### src/rtl/truco_aposta.sv
// Truco hand-value bidding controller: tracks raises (truco/seis/nove/doze),
// responses, and issues a one-cycle point award to the scoreboard.
module truco_aposta (
  input  logic       clk,
  input  logic       rst,
  input  logic       pede_a,
  input  logic       pede_b,
  input  logic       aceita,
  input  logic       corre,
  input  logic       vence_a,
  input  logic       vence_b,
  input  logic       jogo_encerrado,
  output logic [3:0] valor_mao,
  output logic [3:0] proposta,
  output logic       aguardando,
  output logic [1:0] ultimo_pedido,
  output logic       ponto_valido,
  output logic       ponto_dupla,
  output logic [3:0] ponto_qtd
);

  typedef enum logic [1:0] {
    JOGANDO = 2'd0,
    ESPERA  = 2'd1,
    PONTUA  = 2'd2
  } state_t;

  state_t     state, nxt_state;
  logic       req_b;          // 1 = team B made the pending raise
  logic [3:0] prox_valor;
  logic       do_raise, do_accept, do_fold, do_win;

  always_comb begin
    unique case (valor_mao)
      4'd1:    prox_valor = 4'd3;
      4'd3:    prox_valor = 4'd6;
      4'd6:    prox_valor = 4'd9;
      default: prox_valor = 4'd12;
    endcase
  end

  // State register
  always_ff @(posedge clk) begin
    // NOTE: sequential state uses non-blocking assignments so every register
    // samples pre-edge values regardless of statement order.
    if (!rst) state <= JOGANDO;
    else      state <= nxt_state;
  end

  // Next-state logic and event decode
  always_comb begin
    // NOTE: every output of this block gets a default first, so no path
    // leaves a signal unassigned and no latch is inferred.
    nxt_state = state;
    do_raise  = 1'b0;
    do_accept = 1'b0;
    do_fold   = 1'b0;
    do_win    = 1'b0;
    unique case (state)
      JOGANDO: if (!jogo_encerrado) begin
        // A single winner wins; any win pulse suppresses a simultaneous raise.
        if (vence_a ^ vence_b) begin
          do_win    = 1'b1;
          nxt_state = PONTUA;
        end else if (!vence_a && !vence_b && valor_mao != 4'd12 &&
                     ((pede_a && !pede_b && ultimo_pedido != 2'b01) ||
                      (pede_b && !pede_a && ultimo_pedido != 2'b10))) begin
          do_raise  = 1'b1;
          nxt_state = ESPERA;
        end
      end
      ESPERA: if (!jogo_encerrado) begin
        if (aceita && !corre) begin
          do_accept = 1'b1;
          nxt_state = JOGANDO;
        end else if (corre && !aceita) begin
          do_fold   = 1'b1;
          nxt_state = PONTUA;
        end
      end
      PONTUA:  nxt_state = JOGANDO;
      default: nxt_state = JOGANDO;
    endcase
  end

  // Output logic
  always_comb begin
    ponto_valido = (state == PONTUA);
  end

  // Hand value, offer and award registers
  always_ff @(posedge clk) begin
    if (!rst) begin
      valor_mao     <= 4'd1;
      proposta      <= 4'd1;
      aguardando    <= 1'b0;
      ultimo_pedido <= 2'b00;
      req_b         <= 1'b0;
      ponto_dupla   <= 1'b0;
      ponto_qtd     <= 4'd0;
    end else begin
      if (do_raise) begin
        proposta   <= prox_valor;
        req_b      <= pede_b;
        aguardando <= 1'b1;
      end
      if (do_accept) begin
        valor_mao     <= proposta;
        ultimo_pedido <= req_b ? 2'b10 : 2'b01;
        aguardando    <= 1'b0;
      end
      if (do_win) begin
        ponto_dupla <= vence_b;
        ponto_qtd   <= valor_mao;
      end
      // A fold pays the raiser the value that stood before the raise.
      if (do_fold) begin
        ponto_dupla <= req_b;
        ponto_qtd   <= valor_mao;
        proposta    <= valor_mao;
        aguardando  <= 1'b0;
      end
      if (state == PONTUA) begin
        valor_mao     <= 4'd1;
        proposta      <= 4'd1;
        ultimo_pedido <= 2'b00;
        aguardando    <= 1'b0;
      end
    end
  end

endmodule

### config.mk
export PLATFORM = sky130hd
export DESIGN_NAME = truco_aposta
export DESIGN_NICKNAME = d
export VERILOG_FILES = /design/src/rtl/truco_aposta.sv
export SDC_FILE = /design/constraint.sdc
export NUM_CORES = 1
export LEC_CHECK = 0
export CAP_MARGIN = 20
export CORE_UTILIZATION = 50
export CTS_CLUSTER_DIAMETER = 40
export DETAILED_ROUTE_END_ITERATION = 8
export PLACE_DENSITY = 0.83
export SLEW_MARGIN = 20
export SYNTH_ARGS = -nofsm -noshare
export SYNTH_HDL_FRONTEND = slang
export SYNTH_SLANG_ARGS = --single-unit
### constraint.sdc
create_clock -name clk -period 5.1 [get_ports clk]
set_clock_uncertainty 0.05 [all_clocks]
set_input_delay 1.53 -clock clk [delete_from_list [all_inputs] [get_ports clk]]
set_output_delay 1.53 -clock clk [all_outputs]
set_load 0.01 [all_outputs]
==> results of run 1 <==
## layout make-up
cell class                      instances  area, sq um  share of cell area, %
Multi-Input combinational cell         80          539                   43.0
Sequential cell                        19          380                   30.3
Timing Repair Buffer                   25          250                   20.0
Tap cell                               25         31.3                   2.50
Clock buffer                            4         26.3                   2.10
Inverter                                7         26.3                   2.10
## power by group
group	internal [mW]	switching, mW	leakage, nW
combinational	0.0180	0.0177	0.321
sequential	0.151	0.00259	0.154
clock	0.0304	0.0455	0.0150
## path summary, 6_finish.rpt
path	start	endpoint	slack, ps	cells after the start
max reg2reg	state[0]$_SDFFE_PN0P_	proposta[2]$_SDFFE_PP0P_	3260	3
min reg2reg	ponto_qtd[0]$_SDFFE_PN0P_	ponto_qtd[0]$_SDFFE_PN0P_	410	2
min	ponto_qtd[0]$_SDFFE_PN0P_	ponto_qtd[0]$_SDFFE_PN0P_	410	2
max	vence_b	proposta[1]$_SDFFE_PP0P_	1660	7
## kinds of logic after synthesis
family / share of synthesized area, %
and+or+nand+nor: 24.7
AOI/OAI and AO/OA: 20.2
DFF: 40.1
buffers and inverters: 3.69
muxes: 7.39
adders and majority gates: 3.96
## flip-flops by register name, summed over array words and instances (netlist names)
| register | count |
|---|---|
| ponto_dupla | 1 |
| proposta | 4 |
| state | 2 |
| aguardando | 1 |
| ultimo_pedido | 2 |
| valor_mao | 4 |
| req_b | 1 |
| ponto_qtd | 4 |
## worst min-delay path, stage by stage, from the launching register on
cell	delay [ps]
dfxtp_1	320
nand2_1	50
a21oi_1	50
## metrics by stage
| step | cells | hold WS [ps] | instance area (sq um) |
|---|---|---|---|
| 6_report | 160 | 408 | 1250 |
| 5_1_grt | 160 | 443 | 1250 |
| 4_1_cts | 160 | 412 | 1250 |
| 3_5_place_dp | 156 | 398 | 1230 |
| 3_3_place_gp | 156 | 389 | 1220 |
| 2_1_floorplan | 108 | 419 | 948 |
## cell usage in the layout (no fill, tap or decap), types with 3 or more instances in the layout
cell | synthesis | routed
nand2_1 | 7 | 7
o21ai_0 | 6 | 6
dfxtp_1 | 19 | 19
clkdlybuf4s50_1 | 0 | 25
a21oi_1 | 7 | 7
nand3_1 | 4 | 4
mux2i_1 | 7 | 7
clkbuf_4 | 0 | 3
ha_1 | 3 | 3
nand2b_1 | 3 | 3
inv_1 | 6 | 6
nor2_1 | 15 | 15
## per-layer routing
| layer | vias up | track usage [%] | wire length [um] | share of wire [%] |
|---|---|---|---|---|
| met2 | 47 | 39.7 | 1070 | 48 |
| met3 | 7 | 2.78 | 147 | 6.6 |
| met1 | 413 | 29.8 | 976 | 44 |
| met5 | - | 0 | 0 | 0 |
| met4 | 0 | 13.3 | 48 | 2.1 |
| li1 | 455 | - | - | - |
==> run_summary.xml, run 1 <==
<?xml version="1.0" encoding="UTF-8"?>
<metrics>
  <group name="timing">
    <metric name="post-route-min-period" unit="ps">3440</metric>
    <metric name="post-route-worst-setup-slack" unit="ps">1660</metric>
    <metric name="slew_headroom" unit="%">48.6</metric>
    <metric name="hold_violations" unit="">0</metric>
    <metric name="timing.final.max_slew_violations" unit="">0</metric>
    <metric name="setup-violations-final" unit="">0</metric>
    <metric name="final_clock_period_utilization_by_the_worst_path" unit="%">67.4</metric>
    <metric name="unrepaired_setup_endpoints_after_global_routing" unit="">false</metric>
    <metric name="max_freq" unit="MHz">291</metric>
    <metric name="totalNegativeSetupSlack" unit="ps">0</metric>
    <metric name="max_slew.worst_pin.slew" unit="ps">762</metric>
  </group>
  <group name="pwr">
    <metric name="highest_ir_drop_seen_on_vdd" unit="uV">134</metric>
    <metric name="p_per_area" unit="mW/mm^2">212</metric>
    <metric name="leakage_power_summed_over_all_cells" unit="nW">0.490</metric>
    <metric name="total_power" unit="uW">265</metric>
  </group>
  <group name="logic_synthesis">
    <metric name="synth-seq-area-share" unit="%">40.1</metric>
    <metric name="synth_warnings" unit="">0</metric>
    <metric name="synthMostInstantiatedCell" unit="">dfxtp_1</metric>
    <metric name="edff_count_synth" unit="">0</metric>
    <metric name="yosys.area.top_type" unit="">dfxtp_1</metric>
    <metric name="yosys.cell_types.count" unit="">36</metric>
    <metric name="synth_ff_type" unit="">dfxtp_1</metric>
    <metric name="synth.top_cell.area_share" unit="%">40.1</metric>
    <metric name="synth_common_cells" unit="">dfxtp_1 (19), nor2_1 (15), a21oi_1 (7), mux2i_1 (7), nand2_1 (7)</metric>
    <metric name="synthesis.nets" unit="">120</metric>
    <metric name="synth_seq_cells" unit="">19</metric>
    <metric name="postSynthCellCount" unit="">108</metric>
    <metric name="post_synth_instance_area" unit="sq um">948</metric>
    <metric name="synthTopCellsByArea" unit="">dfxtp_1 (40%), mux2i_1 (7.4%), nor2_1 (5.9%), ha_1 (4.0%), a21oi_1 (3.7%)</metric>
    <metric name="post_synth.cell_area_avg" unit="sq um">8.78</metric>
    <metric name="ys_async_sr_fraction" unit="%">0</metric>
  </group>
  <group name="cts">
    <metric name="clock_latency_on_the_worst_skew_pair" unit="ps">290</metric>
    <metric name="cts.root.buffer_cell" unit="">clkbuf_4</metric>
    <metric name="post_cts.resized_instances" unit="">0</metric>
    <metric name="post-cts-setup-buffers" unit="">0</metric>
    <metric name="cts_htree_levels" unit="">1</metric>
    <metric name="numClockSinks" unit="">19</metric>
    <metric name="cts_max_path_buffers" unit="">2</metric>
    <metric name="tritoncts" unit="">yes</metric>
    <metric name="hold_buffers_post_cts" unit="">0</metric>
    <metric name="cts_inserted_buffers" unit="">3</metric>
    <metric name="cts.clk_slew.worst_paths" unit="ps">110</metric>
  </group>
  <group name="hold_path">
    <metric name="type_of_the_tightest_min_delay_check" unit="">register to register</metric>
  </group>
  <group name="detailed_routing">
    <metric name="route.detailed.vias_per_inst" unit="">5.76</metric>
    <metric name="route.detailed.wl_per_inst" unit="um">14.0</metric>
    <metric name="ant_nets" unit="">0</metric>
    <metric name="routed_wirelength" unit="mm">2.24</metric>
    <metric name="detailedRoute.firstPassIterationCount" unit="">4</metric>
    <metric name="detailroute.via_count" unit="">922</metric>
    <metric name="post-route-drc-count" unit="">0</metric>
    <metric name="drt_iter0_markers" unit="">24</metric>
  </group>
  <group name="die">
    <metric name="floorplan.io_pins" unit="">26</metric>
    <metric name="die_area" unit="sq mm">0.00207</metric>
    <metric name="die_width" unit="um">45.6</metric>
    <metric name="die_height" unit="um">45.6</metric>
    <metric name="design.core.area" unit="sq mm">0.00175</metric>
    <metric name="row_count" unit="">15</metric>
    <metric name="initial_utilization" unit="%">54.3</metric>
  </group>
  <group name="placed_design">
    <metric name="dp_worst_setup_slack" unit="ps">1370</metric>
    <metric name="post-dp-hpwl" unit="mm">1.68</metric>
    <metric name="finalWeightedCongestion" unit="">0.839</metric>
    <metric name="buffer_ports.inserted" unit="">25</metric>
  </group>
  <group name="setup_path">
    <metric name="timing.critical_path.max_delay_family" unit="">simple AND/OR/NAND/NOR gates</metric>
    <metric name="crit_fanout" unit="">3</metric>
    <metric name="path_class" unit="">input port to register</metric>
    <metric name="timing.critical_path.slowest_cell_delay" unit="ps">530</metric>
    <metric name="timing.critical_path.required" unit="ps">5200</metric>
    <metric name="startpoint_type" unit="">input port</metric>
    <metric name="category_of_the_worst_setup_path_capture_point" unit="">register</metric>
    <metric name="cp_num_buf_inv" unit="">2</metric>
    <metric name="cpMaxStageDelayCell" unit="">or4b_4</metric>
    <metric name="arrival" unit="ps">3540</metric>
    <metric name="cp_cell_sequence" unit="">clkdlybuf4s50_1 -&gt; inv_1 -&gt; ha_1 -&gt; or4b_4 -&gt; or2_4 -&gt; o31ai_1 -&gt; a311oi_1</metric>
  </group>
  <group name="global_route">
    <metric name="grt_antenna_before_repair" unit="">0</metric>
    <metric name="pin_count_of_the_biggest_net_entering_global_routing" unit="">12</metric>
    <metric name="global_route.usage.total" unit="%">23.9</metric>
    <metric name="grt_first_pass_wirelength" unit="mm">3.54</metric>
    <metric name="grt_pass1_vias" unit="">832</metric>
    <metric name="grt.overflow.total" unit="">0</metric>
  </group>
  <group name="layout">
    <metric name="final_nets" unit="">148</metric>
    <metric name="num_antenna_cells" unit="">0</metric>
    <metric name="drive_above_1_share" unit="%">7.41</metric>
    <metric name="area_delta_synth_final" unit="%">32.2</metric>
    <metric name="layout.filler_cells" unit="">139</metric>
    <metric name="final_core_utilization" unit="%">71.8</metric>
  </group>
  <group name="run_status">
    <metric name="status" unit="">finished, final reports clean</metric>
  </group>
  <group name="flow_run">
    <metric name="number_of_max_cap_violations" unit="">0</metric>
  </group>
</metrics>
(Power assumes the default switching activity.)
==> run 2, diff against run 1 <==
--- a/config.mk
+++ b/config.mk
@@ -6,10 +6,10 @@
 export NUM_CORES = 1
 export LEC_CHECK = 0
 export CAP_MARGIN = 20
-export CORE_UTILIZATION = 50
+export CORE_UTILIZATION = 42
 export CTS_CLUSTER_DIAMETER = 40
 export DETAILED_ROUTE_END_ITERATION = 8
-export PLACE_DENSITY = 0.83
+export PLACE_DENSITY = 0.74
 export SLEW_MARGIN = 20
 export SYNTH_ARGS = -nofsm -noshare
 export SYNTH_HDL_FRONTEND = slang
==> constraint.sdc (replaced) <==
create_clock -name clk -period 2.92 [get_ports clk]
set_clock_uncertainty 0.05 [all_clocks]
set_input_delay 0.876 -clock clk [delete_from_list [all_inputs] [get_ports clk]]
set_output_delay 0.876 -clock clk [all_outputs]
set_load 0.01 [all_outputs]
==> run 2 against run 1 <==
Compared with the run above:
- clock power up 77%
- critical path type unchanged
- largest cell class unchanged
- first-iteration DRC count up 13%
- sequential share of layout area down 0.62 points
==> run_summary.xml, run 2 (same netlist as run 1, synthesis figures left out) <==
<?xml version="1.0" encoding="UTF-8"?>
<metrics>
  <group name="pwr">
    <metric name="highest_ir_drop_seen_on_vdd" unit="uV">217</metric>
    <metric name="leakage_power_summed_over_all_cells" unit="nW">0.509</metric>
    <metric name="p_per_area" unit="mW/mm^2">364</metric>
  </group>
  <group name="cts">
    <metric name="numClockSinks" unit="">19</metric>
    <metric name="cts.root.buffer_cell" unit="">clkbuf_4</metric>
    <metric name="tritoncts" unit="">yes</metric>
    <metric name="cts_htree_levels" unit="">1</metric>
    <metric name="cts_max_path_buffers" unit="">2</metric>
    <metric name="cts.clk_slew.worst_paths" unit="ps">110</metric>
    <metric name="cts_inserted_buffers" unit="">3</metric>
    <metric name="post_cts.resized_instances" unit="">0</metric>
    <metric name="post-cts-setup-buffers" unit="">0</metric>
    <metric name="clock_latency_on_the_worst_skew_pair" unit="ps">290</metric>
    <metric name="hold_buffers_post_cts" unit="">0</metric>
  </group>
  <group name="global_route">
    <metric name="grt_antenna_before_repair" unit="">0</metric>
    <metric name="pin_count_of_the_biggest_net_entering_global_routing" unit="">12</metric>
    <metric name="grt_first_pass_wirelength" unit="mm">3.99</metric>
    <metric name="grt.overflow.total" unit="">0</metric>
    <metric name="global_route.usage.total" unit="%">20.9</metric>
    <metric name="grt_pass1_vias" unit="">893</metric>
  </group>
  <group name="placed_design">
    <metric name="postPlaceCellArea" unit="sq mm">0.00125</metric>
    <metric name="dpl.cell_count" unit="">162</metric>
    <metric name="finalWeightedCongestion" unit="">0.855</metric>
    <metric name="post-dp-hpwl" unit="mm">1.69</metric>
    <metric name="buffer_ports.inserted" unit="">25</metric>
  </group>
  <group name="layout">
    <metric name="drive_above_1_share" unit="%">9.35</metric>
    <metric name="layout.filler_cells" unit="">189</metric>
    <metric name="area_delta_synth_final" unit="%">35.0</metric>
    <metric name="multi_input_area" unit="sq um">533</metric>
    <metric name="seq_area" unit="sq um">380</metric>
    <metric name="final_core_utilization" unit="%">62.7</metric>
    <metric name="num_antenna_cells" unit="">0</metric>
    <metric name="final_common_cell" unit="">clkdlybuf4s50_1</metric>
    <metric name="final_cells" unit="">166</metric>
    <metric name="reg.largest.list" unit="">ponto_qtd (4), proposta (4), valor_mao (4)</metric>
    <metric name="final_nets" unit="">152</metric>
    <metric name="design_area" unit="sq mm">0.00128</metric>
    <metric name="final_cell_mix" unit="">clkdlybuf4s50_1 (25), dfxtp_1 (19), nor2_1 (15)</metric>
  </group>
  <group name="setup_path">
    <metric name="timing.critical_path.slowest_cell_delay" unit="ps">540</metric>
    <metric name="timing.critical_path.max_delay_family" unit="">simple AND/OR/NAND/NOR gates</metric>
    <metric name="category_of_the_worst_setup_path_capture_point" unit="">register</metric>
    <metric name="critPathLaunch" unit="">vence_b</metric>
    <metric name="timing.rr.end" unit="">proposta[1]$_SDFFE_PP0P_</metric>
    <metric name="timing.rr.start" unit="">state[1]$_SDFFE_PN0P_</metric>
    <metric name="path_class" unit="">input port to register</metric>
    <metric name="critical_path_cell_count" unit="">7</metric>
    <metric name="cp_num_buf_inv" unit="">2</metric>
    <metric name="ff2ff_setup_slack" unit="ps">1160</metric>
    <metric name="arrival" unit="ps">2910</metric>
    <metric name="crit_fanout" unit="">3</metric>
    <metric name="timing.critical_path.required" unit="ps">3070</metric>
    <metric name="cp_cell_sequence" unit="">clkdlybuf4s50_1 -&gt; inv_1 -&gt; ha_1 -&gt; or4b_4 -&gt; nor3_1 -&gt; nand4_1 -&gt; a311oi_1</metric>
    <metric name="ff2ff_path_depth" unit="">4</metric>
    <metric name="startpoint_type" unit="">input port</metric>
    <metric name="worst_setup_path_endpoint" unit="">proposta[1]$_SDFFE_PP0P_</metric>
    <metric name="cpMaxStageDelayCell" unit="">or4b_4</metric>
  </group>
  <group name="die">
    <metric name="design.core.area" unit="sq mm">0.00204</metric>
    <metric name="die_width" unit="um">49.5</metric>
    <metric name="row_count" unit="">16</metric>
    <metric name="die_height" unit="um">49.5</metric>
    <metric name="die_area" unit="sq mm">0.00245</metric>
    <metric name="initial_utilization" unit="%">46.4</metric>
    <metric name="floorplan.io_pins" unit="">26</metric>
  </group>
  <group name="detailed_routing">
    <metric name="route.detailed.vias_per_inst" unit="">5.52</metric>
    <metric name="detailroute.via_count" unit="">917</metric>
    <metric name="post-route-drc-count" unit="">0</metric>
    <metric name="routed_wirelength" unit="mm">2.26</metric>
    <metric name="drt_iter0_markers" unit="">27</metric>
    <metric name="detailedRoute.firstPassIterationCount" unit="">4</metric>
    <metric name="ant_nets" unit="">0</metric>
    <metric name="route.detailed.wl_per_inst" unit="um">13.6</metric>
  </group>
  <group name="flow_run">
    <metric name="number_of_max_cap_violations" unit="">0</metric>
  </group>
  <group name="timing">
    <metric name="max_freq" unit="MHz">362</metric>
    <metric name="unrepaired_setup_endpoints_after_global_routing" unit="">false</metric>
    <metric name="totalNegativeSetupSlack" unit="ps">0</metric>
    <metric name="hold_violations" unit="">0</metric>
    <metric name="setup-violations-final" unit="">0</metric>
    <metric name="slew_headroom" unit="%">47.9</metric>
    <metric name="max_slew.worst_pin.slew" unit="ps">773</metric>
    <metric name="final_clock_period_utilization_by_the_worst_path" unit="%">94.5</metric>
    <metric name="timing.final.max_slew_violations" unit="">0</metric>
    <metric name="post-route-min-period" unit="ps">2760</metric>
  </group>
  <group name="run_status">
    <metric name="status" unit="">finished, final reports clean</metric>
  </group>
  <group name="hold_path">
    <metric name="type_of_the_tightest_min_delay_check" unit="">register to register</metric>
  </group>
</metrics>
## run 2: cell count changes in the layout (fill, tap and decap cells not counted), sizes merged
| cell | previous run | this run |
|---|---|---|
| buf | 0 | 4 |
## run 2: metal layers
metal | track usage [%] | part of all wire, % | wire [um]
met5 | 0 | 0 | 0
met4 | 7.14 | 0.62 | 14
met3 | 3.09 | 5.1 | 116
met2 | 35.6 | 46 | 1050
met1 | 26.7 | 48 | 1080
## run 2: layout make-up
cell class / instances / area share [%]
Tap cell: 27 / 2.64
Clock buffer: 4 / 2.05
Sequential cell: 19 / 29.7
Timing Repair Buffer: 29 / 21.9
Inverter: 7 / 2.05
Multi-Input combinational cell: 80 / 41.6
## run 2: stage by stage
step / hold WS (ps) / setup slack (ps) / total power [mW]
after CTS: 417 / 147 / 0.469
final: 413 / 160 / 0.466
after floorplan: 419 / 434 / 0.306
after detailed placement: 401 / -165 / 0.338
after global placement: 395 / -127 / 0.337
after global routing: 435 / 74.5 / 0.490
## run 2: worst min-delay path by stage
stage | from | to | slack [ps] | depth (start not counted)
floorplan | req_b$_SDFFE_PN0P_ | req_b$_SDFFE_PN0P_ | 420 | 2
global placement | ponto_qtd[0]$_SDFFE_PN0P_ | ponto_qtd[0]$_SDFFE_PN0P_ | 390 | 2
detailed placement | ponto_qtd[0]$_SDFFE_PN0P_ | ponto_qtd[0]$_SDFFE_PN0P_ | 400 | 2
CTS | ponto_qtd[3]$_SDFFE_PN0P_ | ponto_qtd[3]$_SDFFE_PN0P_ | 420 | 2
global route | ponto_qtd[3]$_SDFFE_PN0P_ | ponto_qtd[3]$_SDFFE_PN0P_ | 440 | 2
finish | ponto_qtd[0]$_SDFFE_PN0P_ | ponto_qtd[0]$_SDFFE_PN0P_ | 410 | 2
## run 2: power by group
group	total [mW]	switching (mW)	leakage [nW]	internal, mW
clock network	0.134	0.0804	0.0150	0.0532
logic	0.0647	0.0311	0.341	0.0336
registers	0.268	0.00426	0.154	0.264
## run 2: tightest hold or removal path: cells and delay by family, from the launching register on
family             cells  cell delay, ps
AOI/OAI and AO/OA      1              50
DFF                    1             330
and+or+nand+nor        1              50
==> run 3, diff against run 2 <==
--- a/config.mk
+++ b/config.mk
@@ -6,10 +6,12 @@
 export NUM_CORES = 1
 export LEC_CHECK = 0
 export CAP_MARGIN = 20
-export CORE_UTILIZATION = 42
+export CORE_MARGIN = 2
+export CORE_UTILIZATION = 46
 export CTS_CLUSTER_DIAMETER = 40
 export DETAILED_ROUTE_END_ITERATION = 8
-export PLACE_DENSITY = 0.74
+export GPL_TIMING_DRIVEN = 0
+export PLACE_DENSITY = 0.77
 export SLEW_MARGIN = 20
 export SYNTH_ARGS = -nofsm -noshare
 export SYNTH_HDL_FRONTEND = slang
==> constraint.sdc (replaced) <==
create_clock -name clk -period 3.1 [get_ports clk]
set_clock_uncertainty 0.05 [all_clocks]
set_input_delay 0.93 -clock clk [delete_from_list [all_inputs] [get_ports clk]]
set_output_delay 0.93 -clock clk [all_outputs]
set_load 0.01 [all_outputs]
==> run 3 against run 2 <==
Compared with the run above:
- register-to-register slack gained 140 ps
- final area shrank 1.6%
- die area shrank 0.46%
- count of clock-buffer cells in the layout shrank 1
- global-route usage is essentially flat
- combinational power shrank 9.0%
- critical path type unchanged
- critical endpoint is now proposta[2]$_SDFFE_PP0P_
==> run_summary.xml, run 3 (same netlist as run 1, synthesis figures left out) <==
<?xml version="1.0" encoding="UTF-8"?>
<metrics>
  <group name="die">
    <metric name="design.core.area" unit="sq mm">0.00196</metric>
    <metric name="floorplan.io_pins" unit="">26</metric>
    <metric name="row_count" unit="">16</metric>
    <metric name="initial_utilization" unit="%">48.3</metric>
    <metric name="die_area" unit="sq mm">0.00244</metric>
    <metric name="die_width" unit="um">49.4</metric>
    <metric name="die_height" unit="um">49.4</metric>
  </group>
  <group name="timing">
    <metric name="max_slew.worst_pin.slew" unit="ps">735</metric>
    <metric name="post-route-min-period" unit="ps">2850</metric>
    <metric name="totalNegativeSetupSlack" unit="ps">0</metric>
    <metric name="hold_violations" unit="">0</metric>
    <metric name="max_freq" unit="MHz">351</metric>
    <metric name="timing.final.max_slew_violations" unit="">0</metric>
    <metric name="slew_headroom" unit="%">50.5</metric>
    <metric name="post-route-worst-setup-slack" unit="ps">249</metric>
    <metric name="unrepaired_setup_endpoints_after_global_routing" unit="">false</metric>
    <metric name="final_clock_period_utilization_by_the_worst_path" unit="%">92.0</metric>
    <metric name="setup-violations-final" unit="">0</metric>
  </group>
  <group name="run_status">
    <metric name="status" unit="">finished, final reports clean</metric>
  </group>
  <group name="layout">
    <metric name="area_delta_synth_final" unit="%">32.8</metric>
    <metric name="final_core_utilization" unit="%">64.2</metric>
    <metric name="num_antenna_cells" unit="">0</metric>
    <metric name="layout.filler_cells" unit="">176</metric>
    <metric name="final_common_cell" unit="">clkdlybuf4s50_1</metric>
    <metric name="final_nets" unit="">150</metric>
    <metric name="seq_area" unit="sq um">380</metric>
    <metric name="multi_input_area" unit="sq um">533</metric>
    <metric name="final_cell_mix" unit="">clkdlybuf4s50_1 (25), dfxtp_1 (19), nor2_1 (15)</metric>
    <metric name="reg.largest.list" unit="">ponto_qtd (4), proposta (4), valor_mao (4)</metric>
    <metric name="drive_above_1_share" unit="%">8.03</metric>
  </group>
  <group name="flow_run">
    <metric name="number_of_max_cap_violations" unit="">0</metric>
  </group>
  <group name="global_route">
    <metric name="grt_first_pass_wirelength" unit="mm">3.90</metric>
    <metric name="grt_pass1_vias" unit="">902</metric>
    <metric name="grt_antenna_before_repair" unit="">0</metric>
    <metric name="grt.overflow.total" unit="">0</metric>
    <metric name="global_route.usage.total" unit="%">20.9</metric>
    <metric name="pin_count_of_the_biggest_net_entering_global_routing" unit="">12</metric>
  </group>
  <group name="setup_path">
    <metric name="category_of_the_worst_setup_path_capture_point" unit="">register</metric>
    <metric name="startpoint_type" unit="">input port</metric>
    <metric name="arrival" unit="ps">3010</metric>
    <metric name="path_class" unit="">input port to register</metric>
    <metric name="timing.critical_path.required" unit="ps">3260</metric>
    <metric name="crit_fanout" unit="">3</metric>
  </group>
  <group name="placed_design">
    <metric name="buffer_ports.inserted" unit="">25</metric>
    <metric name="post-dp-hpwl" unit="mm">1.69</metric>
    <metric name="dp_worst_setup_slack" unit="ps">-82.9</metric>
    <metric name="finalWeightedCongestion" unit="">0.812</metric>
  </group>
  <group name="cts">
    <metric name="tritoncts" unit="">yes</metric>
    <metric name="numClockSinks" unit="">19</metric>
    <metric name="cts.clk_slew.worst_paths" unit="ps">110</metric>
    <metric name="cts_max_path_buffers" unit="">2</metric>
    <metric name="cts_htree_levels" unit="">1</metric>
    <metric name="cts_inserted_buffers" unit="">3</metric>
    <metric name="cts.root.buffer_cell" unit="">clkbuf_4</metric>
    <metric name="hold_buffers_post_cts" unit="">0</metric>
    <metric name="clock_latency_on_the_worst_skew_pair" unit="ps">310</metric>
    <metric name="post_cts.resized_instances" unit="">0</metric>
    <metric name="post-cts-setup-buffers" unit="">0</metric>
  </group>
  <group name="pwr">
    <metric name="leakage_power_summed_over_all_cells" unit="nW">0.499</metric>
    <metric name="highest_ir_drop_seen_on_vdd" unit="uV">227</metric>
    <metric name="total_power" unit="uW">440</metric>
    <metric name="p_per_area" unit="mW/mm^2">349</metric>
  </group>
  <group name="detailed_routing">
    <metric name="routed_wirelength" unit="mm">2.18</metric>
    <metric name="route.detailed.vias_per_inst" unit="">5.63</metric>
    <metric name="post-route-drc-count" unit="">0</metric>
    <metric name="route.detailed.wl_per_inst" unit="um">13.3</metric>
    <metric name="drt_iter0_markers" unit="">16</metric>
    <metric name="detailedRoute.firstPassIterationCount" unit="">4</metric>
    <metric name="detailroute.via_count" unit="">923</metric>
    <metric name="ant_nets" unit="">0</metric>
  </group>
  <group name="hold_path">
    <metric name="type_of_the_tightest_min_delay_check" unit="">register to register</metric>
  </group>
</metrics>
## run 3: cell types whose count changed in the layout (fill, tap and decap cells not counted), sizes merged
cell / delta
clkinv: +1
buf: -3
## run 3: per-layer routing
layer / global-route usage (%) / share of wire (%) / vias to the layer above / wire [um]
li1: - / - / 457 / -
met1: 26.1 / 44 / 438 / 952
met2: 34.7 / 50 / 23 / 1100
met3: 3.99 / 4.3 / 5 / 93
met4: 9.72 / 1.6 / 0 / 34
met5: 0 / 0 / - / 0
## run 3: stage by stage
stage          instance area, sq um  cells  hold slack [ps]
5_1_grt                        1260    164              456
2_1_floorplan                   948    108              419
4_1_cts                        1260    164              420
3_3_place_gp                   1230    160              391
6_report                       1260    164              418
3_5_place_dp                   1230    160              405
## run 3: power breakdown
part	internal (mW)	leakage (nW)	switching (mW)
clock network	0.0482	0.0177	0.0806
logic	0.0297	0.328	0.0291
registers	0.249	0.154	0.00346
## run 3: worst max-delay path, cell delays in order
cell and delay [ps]:
clkdlybuf4s50_1 480, inv_1 50, ha_1 310, or4b_4 540, nor3_1 240, a31oi_1 160
o221a_2 310
## run 3: worst paths after layout
check / depth (start not counted) / start / slack (ps) / to
max: 7 / vence_b / 250 / proposta[2]$_SDFFE_PP0P_
min: 2 / ponto_qtd[3]$_SDFFE_PN0P_ / 420 / ponto_qtd[3]$_SDFFE_PN0P_
max reg2reg: 4 / state[1]$_SDFFE_PN0P_ / 1300 / proposta[2]$_SDFFE_PP0P_
min reg2reg: 2 / ponto_qtd[3]$_SDFFE_PN0P_ / 420 / ponto_qtd[3]$_SDFFE_PN0P_
## run 3: final cells by class
type	count	share of cell area, %
Multi-Input combinational cell	80	42.3
Tap cell	27	2.68
Inverter	7	2.09
Clock inverter	1	0.397
Clock buffer	3	1.79
Timing Repair Buffer	25	19.9
Buffer	2	0.695
Sequential cell	19	30.2
